**src/rtl/alu_uart_sequencer.sv**
```systemverilog
// Sequencer between register file, ALU and UART TX: loads operands and a function mask,
// runs each selected ALU function in ascending order and sends each result low byte first.
module alu_uart_sequencer #(
    parameter int unsigned WIDTH       = 8,
    parameter int unsigned ADDR        = 4,
    parameter int unsigned ALU_FUN_WD  = 4,
    parameter int unsigned ALU_TIMEOUT = 16
) (
    input  logic                  CLK,
    input  logic                  RST,
    input  logic                  CONTROL_EN,
    output logic                  RF_RdEn,
    output logic [ADDR-1:0]       RF_Address,
    input  logic [WIDTH-1:0]      RF_RdData,
    output logic [WIDTH-1:0]      ALU_A,
    output logic [WIDTH-1:0]      ALU_B,
    output logic                  ALU_EN,
    output logic [ALU_FUN_WD-1:0] ALU_FUN,
    input  logic [2*WIDTH-1:0]    ALU_OUT,
    input  logic                  ALU_OUT_VLD,
    output logic [WIDTH-1:0]      TX_P_DATA,
    output logic                  TX_D_VLD,
    input  logic                  TX_BUSY,
    output logic                  SEQ_BUSY,
    output logic                  SEQ_DONE,
    output logic                  SEQ_ERR
);

    localparam int unsigned NumFun = 2 * WIDTH;
    localparam int unsigned IdxW   = ALU_FUN_WD + 1;
    localparam int unsigned TmrW   = $clog2(ALU_TIMEOUT + 1);

    typedef enum logic [3:0] {
        StIdle, StRdA, StRdB, StRdC0, StRdC1, StScan, StAluReq, StAluWait,
        StTxLo, StTxLoWt, StTxHi, StTxHiWt, StDone
    } state_e;

    state_e                  state_q;
    logic                    ctrl_prev_q;
    logic                    rf_rden_q;
    logic [ADDR-1:0]         rf_addr_q;
    logic                    rd_pend_q;
    logic [1:0]              rd_idx_q;
    logic [WIDTH-1:0]        a_q, b_q;
    logic [NumFun-1:0]       mask_q;
    logic [IdxW-1:0]         idx_q;
    logic [ALU_FUN_WD-1:0]   cur_q;
    logic                    alu_en_q;
    logic [TmrW-1:0]         tmr_q;
    logic [2*WIDTH-1:0]      res_q;
    logic [WIDTH-1:0]        tx_data_q;
    logic                    tx_vld_q;
    logic                    busy_q, done_q, err_q;

    logic                    start;
    logic                    scan_hit;
    logic [ALU_FUN_WD-1:0]   scan_idx;

    assign start = CONTROL_EN & ~ctrl_prev_q;

    // Lowest pending function at or above the current index.
    always_comb begin
        scan_hit = 1'b0;
        scan_idx = '0;
        for (int i = 0; i < NumFun; i++) begin
            if (!scan_hit && mask_q[i] && (IdxW'(i) >= idx_q)) begin
                scan_hit = 1'b1;
                scan_idx = ALU_FUN_WD'(i);
            end
        end
    end

    always_ff @(posedge CLK or negedge RST) begin
        if (!RST) begin
            state_q     <= StIdle;
            ctrl_prev_q <= 1'b0;
            rf_rden_q   <= 1'b0;
            rf_addr_q   <= '0;
            rd_pend_q   <= 1'b0;
            rd_idx_q    <= '0;
            a_q         <= '0;
            b_q         <= '0;
            mask_q      <= '0;
            idx_q       <= '0;
            cur_q       <= '0;
            alu_en_q    <= 1'b0;
            tmr_q       <= '0;
            res_q       <= '0;
            tx_data_q   <= '0;
            tx_vld_q    <= 1'b0;
            busy_q      <= 1'b0;
            done_q      <= 1'b0;
            err_q       <= 1'b0;
        end else begin
            ctrl_prev_q <= CONTROL_EN;
            // Read data arrives one cycle after the strobe; slot follows the strobed address.
            rd_pend_q   <= rf_rden_q;
            rd_idx_q    <= rf_addr_q[1:0];
            if (rd_pend_q) begin
                case (rd_idx_q)
                    2'd0:    a_q                    <= RF_RdData;
                    2'd1:    b_q                    <= RF_RdData;
                    2'd2:    mask_q[WIDTH-1:0]      <= RF_RdData;
                    default: mask_q[NumFun-1:WIDTH] <= RF_RdData;
                endcase
            end

            unique case (state_q)
                StIdle: begin
                    if (start) begin
                        err_q     <= 1'b0;
                        busy_q    <= 1'b1;
                        idx_q     <= '0;
                        rf_rden_q <= 1'b1;
                        rf_addr_q <= ADDR'(0);
                        state_q   <= StRdA;
                    end
                end
                StRdA: begin
                    rf_addr_q <= ADDR'(1);
                    state_q   <= StRdB;
                end
                StRdB: begin
                    rf_addr_q <= ADDR'(2);
                    state_q   <= StRdC0;
                end
                StRdC0: begin
                    rf_addr_q <= ADDR'(3);
                    state_q   <= StRdC1;
                end
                StRdC1: begin
                    rf_rden_q <= 1'b0;
                    if (rd_pend_q && rd_idx_q == 2'd3) begin
                        state_q <= StScan;
                    end
                end
                StScan: begin
                    if (!CONTROL_EN || !scan_hit) begin
                        done_q  <= 1'b1;
                        state_q <= StDone;
                    end else begin
                        cur_q    <= scan_idx;
                        alu_en_q <= 1'b1;
                        state_q  <= StAluReq;
                    end
                end
                StAluReq: begin
                    alu_en_q <= 1'b0;
                    tmr_q    <= '0;
                    state_q  <= StAluWait;
                end
                StAluWait: begin
                    if (ALU_OUT_VLD) begin
                        res_q     <= ALU_OUT;
                        tx_data_q <= ALU_OUT[WIDTH-1:0];
                        tx_vld_q  <= 1'b1;
                        state_q   <= StTxLo;
                    end else if (tmr_q == TmrW'(ALU_TIMEOUT - 1)) begin
                        err_q   <= 1'b1;
                        idx_q   <= IdxW'(cur_q) + IdxW'(1);
                        state_q <= StScan;
                    end else begin
                        tmr_q <= tmr_q + TmrW'(1);
                    end
                end
                StTxLo: begin
                    if (TX_BUSY) begin
                        tx_vld_q <= 1'b0;
                        state_q  <= StTxLoWt;
                    end
                end
                StTxLoWt: begin
                    if (!TX_BUSY) begin
                        tx_data_q <= res_q[2*WIDTH-1:WIDTH];
                        tx_vld_q  <= 1'b1;
                        state_q   <= StTxHi;
                    end
                end
                StTxHi: begin
                    if (TX_BUSY) begin
                        tx_vld_q <= 1'b0;
                        state_q  <= StTxHiWt;
                    end
                end
                StTxHiWt: begin
                    if (!TX_BUSY) begin
                        mask_q[cur_q] <= 1'b0;
                        idx_q         <= IdxW'(cur_q) + IdxW'(1);
                        state_q       <= StScan;
                    end
                end
                StDone: begin
                    done_q  <= 1'b0;
                    busy_q  <= 1'b0;
                    state_q <= StIdle;
                end
                default: state_q <= StIdle;
            endcase
        end
    end

    assign RF_RdEn    = rf_rden_q;
    assign RF_Address = rf_addr_q;
    assign ALU_A      = a_q;
    assign ALU_B      = b_q;
    assign ALU_EN     = alu_en_q;
    assign ALU_FUN    = cur_q;
    assign TX_P_DATA  = tx_data_q;
    assign TX_D_VLD   = tx_vld_q;
    assign SEQ_BUSY   = busy_q;
    assign SEQ_DONE   = done_q;
    assign SEQ_ERR    = err_q;

endmodule

```
**config.mk**
```make
export PLATFORM = sky130hd
export DESIGN_NAME = alu_uart_sequencer
export DESIGN_NICKNAME = d
export VERILOG_FILES = /design/src/rtl/alu_uart_sequencer.sv
export SDC_FILE = /design/constraint.sdc
export NUM_CORES = 1
export LEC_CHECK = 0
export CAP_MARGIN = 20
export CORE_AREA = 10 10 99 101
export DETAILED_ROUTE_END_ITERATION = 8
export DIE_AREA = 0 0 109 111
export PLACE_DENSITY = 0.84
export SYNTH_ARGS = -nofsm -noshare
export SYNTH_HDL_FRONTEND = slang
export SYNTH_SLANG_ARGS = --single-unit
```
**constraint.sdc**
```tcl
create_clock -name CLK -period 3.5 [get_ports CLK]
set_clock_uncertainty 0.05 [all_clocks]
set_input_delay 0.7 -clock CLK [delete_from_list [all_inputs] [get_ports CLK]]
set_output_delay 0.7 -clock CLK [all_outputs]
set_load 0.03 [all_outputs]
```
# After elaboration in Yosys (flattened, before gate mapping)
# Index checks and enable logic that the tools add are counted.
dict set report totals {
  regBits 88
  in_bits 29
  out_inout_bits 38
  wordCells 230
}
dict set report classes {
  addsub 2
  order_cmp 18
  eq_ne 30
  muxes 76
  bitwise_logic 5
  n_reduce_logical 80
}
# op count
set op_table {}
lappend op_table {{two-way mux 4 bit} 24}
lappend op_table {{two-way mux 16 bit} 3}
lappend op_table {{one-hot mux 4 bit (12 select lines)} 1}
lappend op_table {{greater-or-equal comparator 4 x 5 -> 1 bit, first input constant} 8}
lappend op_table {{logical AND 1 bit} 33}
lappend op_table {{two-way mux 8 bit} 4}
lappend op_table {{two-way mux 5 bit} 6}
lappend op_table {{two-way mux 1 bit} 27}
lappend op_table {{inequality test 2 bit, second input constant} 12}
lappend op_table {{equality test 4 bit, second input constant} 5}
lappend op_table {{greater-or-equal comparator 3 x 5 -> 1 bit, first input constant} 4}
lappend op_table {{AND reduction 2 bit} 9}
lappend op_table {{zero test 1 bit} 17}
lappend op_table {{bitwise AND 16 bit} 1}
lappend op_table {{equality test 4 x 3 -> 1 bit, second input constant} 4}
lappend op_table {{inverter 16 bit} 1}
lappend op_table {{one-hot mux 4 bit (4 select lines)} 1}
lappend op_table {{one-hot mux 8 bit (2 select lines)} 1}
lappend op_table {{one-hot mux 5 bit (3 select lines)} 1}
lappend op_table {{nonzero test 2 bit} 7}
lappend op_table {{greater-or-equal comparator 1 x 5 -> 1 bit, first input constant} 2}
lappend op_table {{greater-or-equal comparator 2 x 5 -> 1 bit, first input constant} 2}
lappend op_table {{one-hot mux 1 bit (2 select lines)} 5}
lappend op_table {{one-hot mux 5 bit (2 select lines)} 1}
lappend op_table {{26 further kinds} 32}

# Depth between registers and ports, before layout
dict set report depth {
  word_depth 67
  ltp_mapped 8
  depth_no_buf 8
}

# Least setup slack after synthesis
# OpenSTA, ideal clock, no wires.
dict set report synth_path {
  kind {register -> register}
  from {register tmr_q[0]}
  to {register state_q[1]}
  setup_ns 0.082
  t_arrival_ns 2.116
  required_ns 3.368
  slack_ns 1.252
  stages_incl_launch_ff 8
  path_buffers 0
  synth_period_minus_slack_ns 2.248
  cell_sequence {dfrtp_1 -> ha_1 -> and3_1 -> ha_1 -> or4_4 -> and3_4 -> a221o_1 -> a31oi_1}
}
dict set report synth_between {
  elab_chain_len 3
}
# item line
set synth_lines {}
lappend synth_lines {{start, declared} 49} ;# logic [TmrW-1:0] tmr_q;
lappend synth_lines {{start signal, assigned} 163} ;# tmr_q <= tmr_q + TmrW'(1);
lappend synth_lines {{equality test 5 x 4 -> 1 bit} 158} ;# end else if (tmr_q == TmrW'(ALU_TIMEOUT - 1)) begin
lappend synth_lines {{inequality test 3 bit (no line)} -}
lappend synth_lines {{AND reduction 7 bit (no line)} -}
lappend synth_lines {{end signal, assigned} 157} ;# state_q <= StTxLo;
lappend synth_lines {{end signal, assigned} 161} ;# state_q <= StScan;
lappend synth_lines {{end signal, assigned} 169} ;# state_q <= StTxLoWt;
lappend synth_lines {{end, declared} 38} ;# state_e state_q;
# No other way between the ends.
# A chain may end at the register's enable or synchronous reset.

# Final worst setup path
dict set report layout_path {
  from {register cur_q[2], in the netlist ALU_FUN[2]}
  to {output ALU_FUN[2]}
}
# item line
set layout_rtl {}
lappend layout_rtl {{start, declared} 47} ;# logic [ALU_FUN_WD-1:0] cur_q;
lappend layout_rtl {{start signal, assigned} 142} ;# cur_q <= scan_idx;
lappend layout_rtl {{end, declared} 18} ;# output logic [ALU_FUN_WD-1:0] ALU_FUN,
# No word-level cell between the ends.

==> impl.org <==
** Yosys
- Sequential element share of the synthesized area :: 48.4%
- Number of library cell types mapped by synthesis :: 59
- Synth Instances :: 396
- In this run, synthesis produced a sequential element count of 78.
- Yosys mapped a number of flops with a built-in enable equal to 0.
- The cell area that synthesis handed to floorplanning was 4030 µm².
- Average size of a mapped cell :: 10.2 µm²
- Number of warning messages in the yosys log :: 0
- After synthesis, the share of flip-flops with an asynchronous set or reset is 100%.
- Commonest register cell after synthesis :: sky130_fd_sc_hd__dfrtp_1

** Clock tree
- Buffers inserted during clock tree synthesis total 9.
- Post-CTS timing repair inserted 0 buffers for setup.
- CTS built an H-tree with a depth of 3.
- Gates resized, CTS repair :: 0
- Num Clock Sinks :: 78
- Number of buffers added to fix hold violations after cts :: 0
- Counting along the longest clock path gives a buffer depth of 2.
- Root cell of the clock tree :: sky130_fd_sc_hd__clkbuf_8
- TritonCTS built the clock tree.
- Clock-pin slew was measured on the worst setup and hold paths at 0.08 ns.
- Insertion delay to the later sink of the worst-skew pair :: 0.35 ns

** Worst setup path
- Counting cells, the worst reg-to-reg path comes to 5.
- Buffering stage count on the worst path with inverters included :: 1
- Flop2flop setup slack :: 1.06 ns
- In this run the number of cells on the critical path is 1.
- On the worst path, the slowest cell contributes a delay of 0.76 ns.
- Crit. Startpoint :: ALU_FUN[2]$_DFFE_PN0P_
- Ordered cell list for the critical path :: clkdlybuf4s50_1
- The largest individual stage delay along the critical path comes from the cell sky130_fd_sc_hd__clkdlybuf4s50_1.
- Among cell families on the critical path, the largest total delay comes from buffers and inverters.
- Data on the critical path is required at its endpoint by 2.75 ns.
- STA classifies the critical path endpoint as an output port.
- Critical R2R Launch :: state_q[2]$_DFFE_PN0P_
- Data arrives at the worst endpoint at 1.72 ns.
- Of all nets on the critical path, the largest fanout is 12.
- Following the worst setup path forward leads to its endpoint at ALU_FUN[2].
- End of the worst register-to-register path :: TX_P_DATA[1]$_DFFE_PN0P_
- Crit Path Category :: flip-flop to output port
- Element type at the critical path start :: flip-flop

** Final layout
- Of the cells placed in the final design, the portion with a size suffix greater than 1 is 11.6%.
- Relative to the synthesized area, the layout overhead comes to 21.2%.
- Most common library cell in the layout ignoring fill and taps :: sky130_fd_sc_hd__dfrtp_1
- Commonest non-fill, non-tap cells in the layout :: sky130_fd_sc_hd__dfrtp_1, sky130_fd_sc_hd__clkdlybuf4s50_1, sky130_fd_sc_hd__a21oi_1, sky130_fd_sc_hd__nor2_1, sky130_fd_sc_hd__o21ai_0
- Filler cells :: 629
- The net count of the finished layout is 487.
- The repair_antennas step left the layout with diodes totalling 0.

** Timing
- Final Critical Period :: 2.47 ns
- In this run the tightest slew margin relative to its limit is 37.4%.
- At the pin with the least slew margin, the transition time is 0.939 ns.
- Total of endpoints with negative setup slack in the final report :: 0
- Setup_tns :: 0 ns
- Final number of hold-violating endpoints :: 0
- Timing would allow up to 404 MHz.
- The final count of pins violating max slew came to 0.
- Ratio of final minimum period to clock period :: 70.7%
- RSZ-0062 raised after global routing :: false

** Routing
- In this run, the number of DRC markers left after iteration 0 of detailed routing was 141.
- Sum of routed wire length over all layers :: 9660 µm
- DR vias :: 3,249
- Dividing the detail-routed wire length by the instance count gives 17.2 µm.
- Iteration count of the initial detailed-routing pass :: 5
- Using the TritonRoute via totals, the vias-per-cell ratio works out to 5.78.
- Post-route ant nets :: 0
- After detailed routing, the number of remaining DRC violations is 0.

** Floorplanning
- I/O pin cnt :: 67
- For this configuration, the core starts out at a cell density of 50.6%.
- The die is 111 µm tall.
- The die covers 12,100 µm².
- Measured along the x axis, the die boundary spans 109 µm.
- Floorplan Core Area :: 7970 µm²
- The floorplan has 33 rows.

** Pwr
- Pwr/cell area :: 941 nW/µm²
- Largest vdd supply drop :: 0.512 mV
- The completed layout was analyzed and its total power is 4.60 mW.
- Leakage :: 2.09 nW

** GRT
- The initial antenna violation count was 0.
- Maximum number of pins on one net before global-route repair :: 79
- Gr usage total :: 16.6%
- Number of global-route vias before repair :: 3,255
- Global routing finished with a remaining overflow of 0.
- The first global-routing pass estimated 16,400 µm of wire.

** Run
- Across the run, the number of max-cap violations was 0.

** Min path
- Source of the worst hold timing path :: RF_Address[1]$_DFFE_PN0P_
- Type of the tightest min-delay check :: flip-flop to flip-flop

** Placement
- IO buf count :: 64
- At the end of routability-driven placement, the weighted congestion stood at 0.925.
- The wire-length estimate of the detail-placed layout is 7180 µm.

** Outcome
- The run finished with clean final reports.
logic make-up after synthesis:
group | synth area share (%)
flops | 48.4
compound gates | 16.9
simple gates | 14.7
other cells | 0.0930
xor+xnor | 1.09
buf+inv | 4.28
mux | 12.7
fa+ha+maj | 1.86
final cells by class:
type | instances | area, µm² | share of cell area, %
clock inverter | 6 | 68.8 | 1.41
sequential | 78 | 1950 | 39.9
clock buffer | 10 | 128 | 2.61
multi-input combinational | 284 | 1910 | 39.1
timing repair buffer | 65 | 643 | 13.2
tap | 105 | 131 | 2.69
inverter | 14 | 52.6 | 1.08
per-stage QoR:
stage	cells	area, µm²	util, %	hold WS, ns	setup WS [ns]
after global routing	562	4890	61.3	0.378	0.847
after global placement	545	4680	58.8	0.356	0.947
after detailed placement	545	4680	58.8	0.346	0.874
after CTS	561	4880	61.2	0.366	1.02
final	562	4890	61.3	0.372	1.03
after floorplan	397	4040	-	0.354	1.25
power breakdown:
part | switching, mW | internal [mW] | total (mW)
Sequential | 0.451 | 1.30 | 1.76
Clock | 0.340 | 0.335 | 0.675
Combinational | 1.20 | 0.969 | 2.17
Total | 1.99 | 2.61 | 4.60
sequential cells by signal (all words and copies together) (netlist names):
name         cells
tmr_q            5
ctrl_prev_q      1
SEQ_BUSY         1
RF_RdEn          1
idx_q            5
SEQ_ERR          1
mask_q          16
rd_pend_q        1
TX_D_VLD         1
res_q            8
state_q          4
TX_P_DATA        8
ALU_A            8
RF_Address       2
SEQ_DONE         1
rd_idx_q         2
ALU_B            8
ALU_FUN          4
ALU_EN           1
synth_stat cells (2+ instances only):
master | n | area [µm²]
sky130_fd_sc_hd__a211oi_1 | 2 | 15.0
sky130_fd_sc_hd__a21boi_0 | 2 | 15.0
sky130_fd_sc_hd__a21oi_1 | 36 | 180
sky130_fd_sc_hd__a22o_1 | 3 | 26.3
sky130_fd_sc_hd__a22oi_1 | 2 | 15.0
sky130_fd_sc_hd__a31oi_1 | 6 | 37.5
sky130_fd_sc_hd__a32oi_1 | 3 | 26.3
sky130_fd_sc_hd__and2_1 | 5 | 31.3
sky130_fd_sc_hd__and3_1 | 3 | 18.8
sky130_fd_sc_hd__buf_2 | 3 | 15.0
sky130_fd_sc_hd__buf_4 | 8 | 60.1
sky130_fd_sc_hd__clkbuf_1 | 8 | 30.0
sky130_fd_sc_hd__dfrtp_1 | 78 | 1950
sky130_fd_sc_hd__ha_1 | 6 | 75.1
sky130_fd_sc_hd__inv_1 | 14 | 52.6
sky130_fd_sc_hd__mux2_2 | 24 | 270
sky130_fd_sc_hd__mux2i_1 | 24 | 240
sky130_fd_sc_hd__nand2_1 | 24 | 90.1
sky130_fd_sc_hd__nand2b_1 | 4 | 25.0
sky130_fd_sc_hd__nand3_1 | 13 | 65.1
sky130_fd_sc_hd__nand3b_1 | 3 | 22.5
sky130_fd_sc_hd__nand4_1 | 2 | 12.5
sky130_fd_sc_hd__nand4b_1 | 2 | 17.5
sky130_fd_sc_hd__nor2_1 | 30 | 113
sky130_fd_sc_hd__nor2b_1 | 9 | 56.3
sky130_fd_sc_hd__nor3_1 | 6 | 30.0
sky130_fd_sc_hd__o211ai_1 | 2 | 15.0
sky130_fd_sc_hd__o21a_1 | 2 | 15.0
sky130_fd_sc_hd__o21ai_0 | 27 | 135
sky130_fd_sc_hd__o21ai_1 | 2 | 10.0
sky130_fd_sc_hd__o22ai_1 | 2 | 12.5
sky130_fd_sc_hd__o31a_1 | 2 | 17.5
sky130_fd_sc_hd__o31ai_1 | 9 | 67.6
sky130_fd_sc_hd__or2_2 | 2 | 12.5
sky130_fd_sc_hd__xnor2_1 | 2 | 17.5
sky130_fd_sc_hd__xor2_1 | 3 | 26.3
worst min-delay path by stage:
| stage | to | cells after the start |
|---|---|---|
| detailed placement | rd_idx_q[1]$_DFF_PN0_ | 0 |
| finish | rd_idx_q[1]$_DFF_PN0_ | 0 |
| CTS | rd_idx_q[1]$_DFF_PN0_ | 0 |
| global route | rd_idx_q[1]$_DFF_PN0_ | 0 |
| floorplan | ALU_A[0]$_DFFE_PN0P_ | 0 |
| global placement | rd_idx_q[1]$_DFF_PN0_ | 0 |
per-layer routing:
layer  vias up  GRT usage (%)  wire (µm)
li1       1534              -          -
met1      1574           19.9       3860
met2       117           26.9       4890
met4         0           7.56        265
met5         -              0          0
met3        24           4.77        647
(Power assumes the default switching activity.)
